File: src/rtl/mem_port_arbiter.sv
// mem_port_arbiter: serialises IF and MEM stage accesses onto one fixed-latency memory port.
// D side has fixed priority; every access ends in a DONE cycle that returns to IDLE.
module mem_port_arbiter #(
    parameter int ADDR_W  = 32,
    parameter int DATA_W  = 32,
    parameter int MEM_LAT = 4
) (
    input  logic              clk,
    input  logic              reset,
    input  logic              if_req,
    input  logic [ADDR_W-1:0] if_addr,
    input  logic              if_flush,
    output logic              if_ready,
    output logic [DATA_W-1:0] if_rdata,
    input  logic              d_req,
    input  logic              d_we,
    input  logic [ADDR_W-1:0] d_addr,
    input  logic [DATA_W-1:0] d_wdata,
    output logic              d_ready,
    output logic [DATA_W-1:0] d_rdata,
    output logic              mem_valid,
    output logic              mem_we,
    output logic [ADDR_W-1:0] mem_addr,
    output logic [DATA_W-1:0] mem_wdata,
    input  logic [DATA_W-1:0] mem_rdata
);
    localparam int CW = $clog2(MEM_LAT + 1);

    typedef enum logic [2:0] {IDLE, BUSY_I, BUSY_D, DONE_I, DONE_D} state_t;

    state_t            r_state, w_next;
    logic [CW-1:0]     r_cnt;
    logic [ADDR_W-1:0] r_addr;
    logic [DATA_W-1:0] r_wdata;
    logic              r_we, r_kill;
    logic              w_grant_d, w_grant_i, w_busy, w_last;

    assign w_grant_d = (r_state == IDLE) && d_req;
    assign w_grant_i = (r_state == IDLE) && !d_req && if_req && !if_flush;
    assign w_busy    = (r_state == BUSY_I) || (r_state == BUSY_D);
    assign w_last    = w_busy && (r_cnt == '0);

    always_comb begin
        w_next = r_state;
        case (r_state)
            IDLE:    w_next = d_req ? BUSY_D : (if_req && !if_flush) ? BUSY_I : IDLE;
            BUSY_I:  w_next = (r_cnt == '0) ? DONE_I : BUSY_I;
            BUSY_D:  w_next = (r_cnt == '0) ? DONE_D : BUSY_D;
            default: w_next = IDLE;
        endcase
    end

    always_ff @(posedge clk or negedge reset) begin
        if (!reset) begin
            r_state  <= IDLE;
            r_cnt    <= '0;
            r_addr   <= '0;
            r_wdata  <= '0;
            r_we     <= 1'b0;
            r_kill   <= 1'b0;
            if_rdata <= '0;
            d_rdata  <= '0;
        end else begin
            r_state <= w_next;
            if (w_grant_d) begin
                r_cnt   <= CW'(MEM_LAT - 1);
                r_addr  <= d_addr;
                r_we    <= d_we;
                r_wdata <= d_wdata;
            end else if (w_grant_i) begin
                r_cnt  <= CW'(MEM_LAT - 1);
                r_addr <= if_addr;
                r_we   <= 1'b0;
            end else if (w_busy && r_cnt != '0) begin
                r_cnt <= r_cnt - CW'(1);
            end
            // A redirect can't abort the memory access, so remember it until DONE_I.
            if (r_state == BUSY_I && if_flush)
                r_kill <= 1'b1;
            else if (r_state == DONE_I)
                r_kill <= 1'b0;
            if (w_last && r_state == BUSY_I && !r_kill && !if_flush)
                if_rdata <= mem_rdata;
            if (w_last && r_state == BUSY_D && !r_we)
                d_rdata <= mem_rdata;
        end
    end

    assign mem_valid = w_busy;
    assign mem_we    = (r_state == BUSY_D) && r_we;
    assign mem_addr  = r_addr;
    assign mem_wdata = r_wdata;
    assign d_ready   = (r_state == DONE_D);
    assign if_ready  = (r_state == DONE_I) && !r_kill && !if_flush;
endmodule

File: config.mk
export PLATFORM = sky130hd
export DESIGN_NAME = mem_port_arbiter
export DESIGN_NICKNAME = d
export VERILOG_FILES = /design/src/rtl/mem_port_arbiter.sv
export SDC_FILE = /design/constraint.sdc
export NUM_CORES = 1
export LEC_CHECK = 0
export ABC_AREA = 1
export BUFFER_PORTS_ARGS = -buffer_cell sky130_fd_sc_hd__buf_4
export CAP_MARGIN = 30
export CORE_ASPECT_RATIO = 0.5
export CORE_MARGIN = 2
export CORE_UTILIZATION = 40
export CTS_BUF_LIST = sky130_fd_sc_hd__clkbuf_8
export CTS_CLUSTER_SIZE = 14
export DETAILED_ROUTE_END_ITERATION = 8
export GPL_ROUTABILITY_DRIVEN = 0
export PLACE_DENSITY_LB_ADDON = 0.08
export REMOVE_ABC_BUFFERS = 1
export SETUP_SLACK_MARGIN = 0.2
export SKIP_CTS_REPAIR_TIMING = 1
export SYNTH_ARGS = -nofsm -noshare
export SYNTH_HDL_FRONTEND = slang
export SYNTH_SLANG_ARGS = --single-unit
File: constraint.sdc
create_clock -name clk -period 1.6 [get_ports clk]
set_input_delay 0.24 -clock clk [delete_from_list [all_inputs] [get_ports clk]]
set_output_delay 0.24 -clock clk [all_outputs]
set_load 0.03 [all_outputs]
# Yosys cells after proc, flatten, opt, wreduce, memory -nomap -nowiden
# Index checks and enable logic that the tools add are counted.
[word_totals] wordCells=54 input_bits=134 output_inout_bits=132 regBits=136
[classes] n_eq_ne=4 addsub=1 reduce_logical=27 muxes=14
[op_table] op="32-bit two-way mux" count=2
[op_table] op="1-bit logical AND" count=16
[op_table] op="3-bit two-way mux" count=4
[op_table] op="3-bit one-hot mux with 3 select lines" count=1
[op_table] op="3-bit by 2-bit equality test with 1-bit output, second input constant" count=2
[op_table] op="3-bit logical NOT" count=2
[op_table] op="3-bit nonzero test" count=2
[op_table] op="1-bit two-way mux" count=5
[op_table] op="1-bit logical NOT" count=4
[op_table] op="2-bit two-way mux" count=2
[op_table] op="2-bit nonzero test" count=2
[op_table] op="3-bit by 1-bit equality test with 1-bit output, second input constant" count=1
[op_table] op="3-bit equality test, second input constant" count=1
[op_table] op="3-bit by 1-bit subtractor with 3-bit output, second input constant" count=1
[op_table] op="1-bit logical OR" count=1

# Depth between registers and ports, before layout
[depth] ltp_word=6 ltp_mapped=9 ltp_nobuf=8

# Worst setup path before layout
# OpenSTA, ideal clock, no wires.
[synth_timing] kind="reg-to-output" startpoint="reg r_state[2]" endpoint="out if_ready" arrival_time_ns=1.404 slack_ns=-0.044 path_stages_with_launch=2 path_cell_list="dfrtp_1 -> nor4_1"
[synth_via] elab_chain_cells=3
[synth_rtl] element="start: declaration" line="31" source="state_t r_state, w_next;"
[synth_rtl] element="start signal: assignment" line="64" source="r_state <= w_next;"
[synth_rtl] element="3-bit by 2-bit equality test with 1-bit output" line="94" source="assign if_ready = (r_state == DONE_I) && !r_kill && !if_flush;"
[synth_rtl] element="1-bit logical AND (2 in a row)" line="94"
[synth_rtl] element="end: declaration" line="13" source="output logic if_ready,"
# Every way passes these cells.

# Worst setup path after layout
[layout_timing] startpoint="reg r_state[2]" endpoint="out mem_we"
[layout_via] elab_chain_cells=2
[layout_rtl] element="3-bit by 2-bit equality test with 1-bit output" line="90" source="assign mem_we = (r_state == BUSY_D) && r_we;"
[layout_rtl] element="1-bit logical AND" line="90"
[layout_rtl] element="end: declaration" line="22" source="output logic mem_we,"
# Every way passes these cells.

==> metrics.cfg <==
[die]
die_area_sq_um=16000
boundaryPins=266
coreArea_sq_um=14500
die_y_um=90.4
initial_utilization=0.411
floorplan.die.width_um=177
rows=31

[pwr]
comb_power_share=0.517
worst_ir_drop_on_vdd_uv=861
seq_power_share=0.315
power_switching_share=0.446
p_int_mw=10.6
share_clk_of_total_power=0.168
static-leakage-power_nw=5.30
net-switching-power_mw=8.52
power_total_mw=19.1
power.density_nw_per_um2=1980

[synthesis]
synthCells=701
synth.yosys.warnings=0
synth.yosys.seq_area_share=0.570
synth.lib_cells_used.distinct=25
syn_avg_cell_area_sq_um=8.52
mappedNetlistArea_sq_um=5970
postSynthRegisterBits=136

[sta]
fin_crit_period_ns=1.62
achievable-frequency_ghz=0.618
layout_setup_ws_ns=-0.0185
number_of_failing_setup_endpoints_in_the_final_timing_report=2
timing.slew.headroom=0.597
final-hold-violation-count=0
worst-slew-pin-transition_ns=0.603
rsz0062_at_grt=yes
finalCritPeriodShare=1.01
report.final.slew_viol_count=0
timing.clock.skew_ns=0.0153
hold_ws_ns=0.00329

[final_layout]
antenna_cells_inserted=0
layout.nets=1137
multi_input_area_sq_um=2450
drive_gt1_frac=0.459
sequential_cell_area_sq_um=3410
num-fill-cells=1212
final_cell_mix=buf_4 (273), nand2_1 (234), dfrtp_1 (133), inv_1 (103), o21ai_2 (40)
layout_commonest_cell=buf_4
syn_to_final_growth_pct=61.6
utilization=0.663
postLayoutCellArea_sq_um=9650

[drt]
via_per_inst=4.59
ant_nets=0
drt_wl_total_mm=17.7
num_vias=5561
drt_first_pass_iters=4
remaining_drc_errors=0
drt_iter0_drc=259
detail_route.wl_per_cell_um=14.6

[clocking]
cts.sink_count=136
cts_tree=done
cts_max_level=4
clock_tree.root_cell=clkbuf_8
worst_setup_hold_path_clk_slew_ns=0.08
cts_buffers=17
clk-insertion-delay-late_ns=0.43
clock_path_buffers=2

[placed_design]
port_buffer_cells=265
detailedPlacementHpwl_mm=11.2
placed_area_sq_um=8200

[run_status]
status=finished, violations left
failed_checks=setup timing

[setup_path]
worstSetupEndpointType=output port
timing.critical_path.arrival_ns=1.38
setup.worst_path.start_class=register
cp_max_fo=4
timing.setup.critical_path_class=reg2out
worst_ep_required_time_ns=1.36

[global_route]
pin_count_of_the_biggest_net_entering_global_routing=50
grt_resource_usage_total=0.196
vias_in_the_first_global_route=4948
antenna_found_initial=0
grt_first_pass_wirelength_mm=24.9
grt-ovfl-total=0

[job]
max-cap-violations=0

[hold_path]
worst_hold_path_type=in2reg

-- critical path, stage by stage, from the launching register on --
cell and delay, ns:
dfrtp_2 0.45, nor2_2 0.13, nand2_2 0.11, nor2_1 0.10, buf_4 0.17
-- cell usage after synthesis (all sizes together) --
master | instances | share of area
a21oi | 1 | 0.0027
buf | 32 | 0.047
dfrtp | 136 | 0.57
ha | 2 | 0.0042
inv | 109 | 0.069
nand2 | 303 | 0.19
nand3 | 37 | 0.033
nand3b | 2 | 0.0025
nor2 | 9 | 0.0086
nor3 | 1 | 0.00084
nor4 | 1 | 0.0010
o21ai | 66 | 0.065
o22ai | 1 | 0.0010
o31ai | 1 | 0.0013
-- path summary, 6_finish.rpt --
kind | from | endpoint | slack (ns) | cells after the start
min reg2reg | mem_wdata[27] | mem_wdata[27] | 0.48 | 2
max reg2reg | r_cnt[0] | if_rdata[23] | 0.06 | 9
min in group asynchronous | reset | if_rdata[5] | 0.25 | 2
max in group asynchronous | reset | mem_addr[18] | 0.74 | 3
min | d_wdata[15] | mem_wdata[15] | 0.003 | 3
max | r_state[2] | mem_we | -0.02 | 4
-- per-stage QoR --
step                      instances  TNS, ns  setup slack [ns]
final                          1211  -0.0287           -0.0185
after global routing           1211   -0.319            -0.106
after CTS                      1180   -0.249            -0.187
after detailed placement       1149        0            0.0508
after global placement         1149        0            0.0748
after floorplan                 669   -53.74            -0.847
-- routing by layer --
metal  up-vias  global-route usage  wire length [um]
met2       162               0.319              8840
li1       2726                   -                 -
met1      2663               0.255              7570
met3        10              0.0543              1140
met4         0              0.0585               159
met5         -                   0                 0
-- power groups by stage --
stage / registers, mW / logic [mW] / clock network (mW)
after floorplan: 8.45 / 2.46 / 0
after global placement: 5.77 / 8.73 / 0
after detailed placement: 5.80 / 8.85 / 0
after CTS: 5.76 / 8.85 / 3.27
after global routing: 6.19 / 10.6 / 3.45
final: 6.01 / 9.89 / 3.21
-- registers in the layout, indices dropped and copies added, names as in the netlist --
name       count
mem_addr      32
mem_wdata     32
d_rdata       32
r_cnt          3
r_state        3
if_rdata      32
r_we           1
r_kill         1
-- logic make-up (layout without fill, tap and decap cells) --
| family | after synthesis | in the layout | share of synthesized area |
|---|---|---|---|
| AOI/OAI and AO/OA | 69 | 74 | 0.0704 |
| adders and majority gates | 2 | 2 | 0.00419 |
| buffers and inverters | 141 | 448 | 0.116 |
| DFF | 136 | 136 | 0.570 |
| and+or+nand+nor | 353 | 353 | 0.240 |
-- final cells by class --
cell class              count  share of cell area
clock inverters            12              0.0194
inverters                 109              0.0436
repair buffers            308               0.277
flip-flops and latches    136               0.353
clock buffers              19              0.0271
well taps                 198              0.0257
multi-input cells         429               0.254
Power figures use the tool's default switching activity.
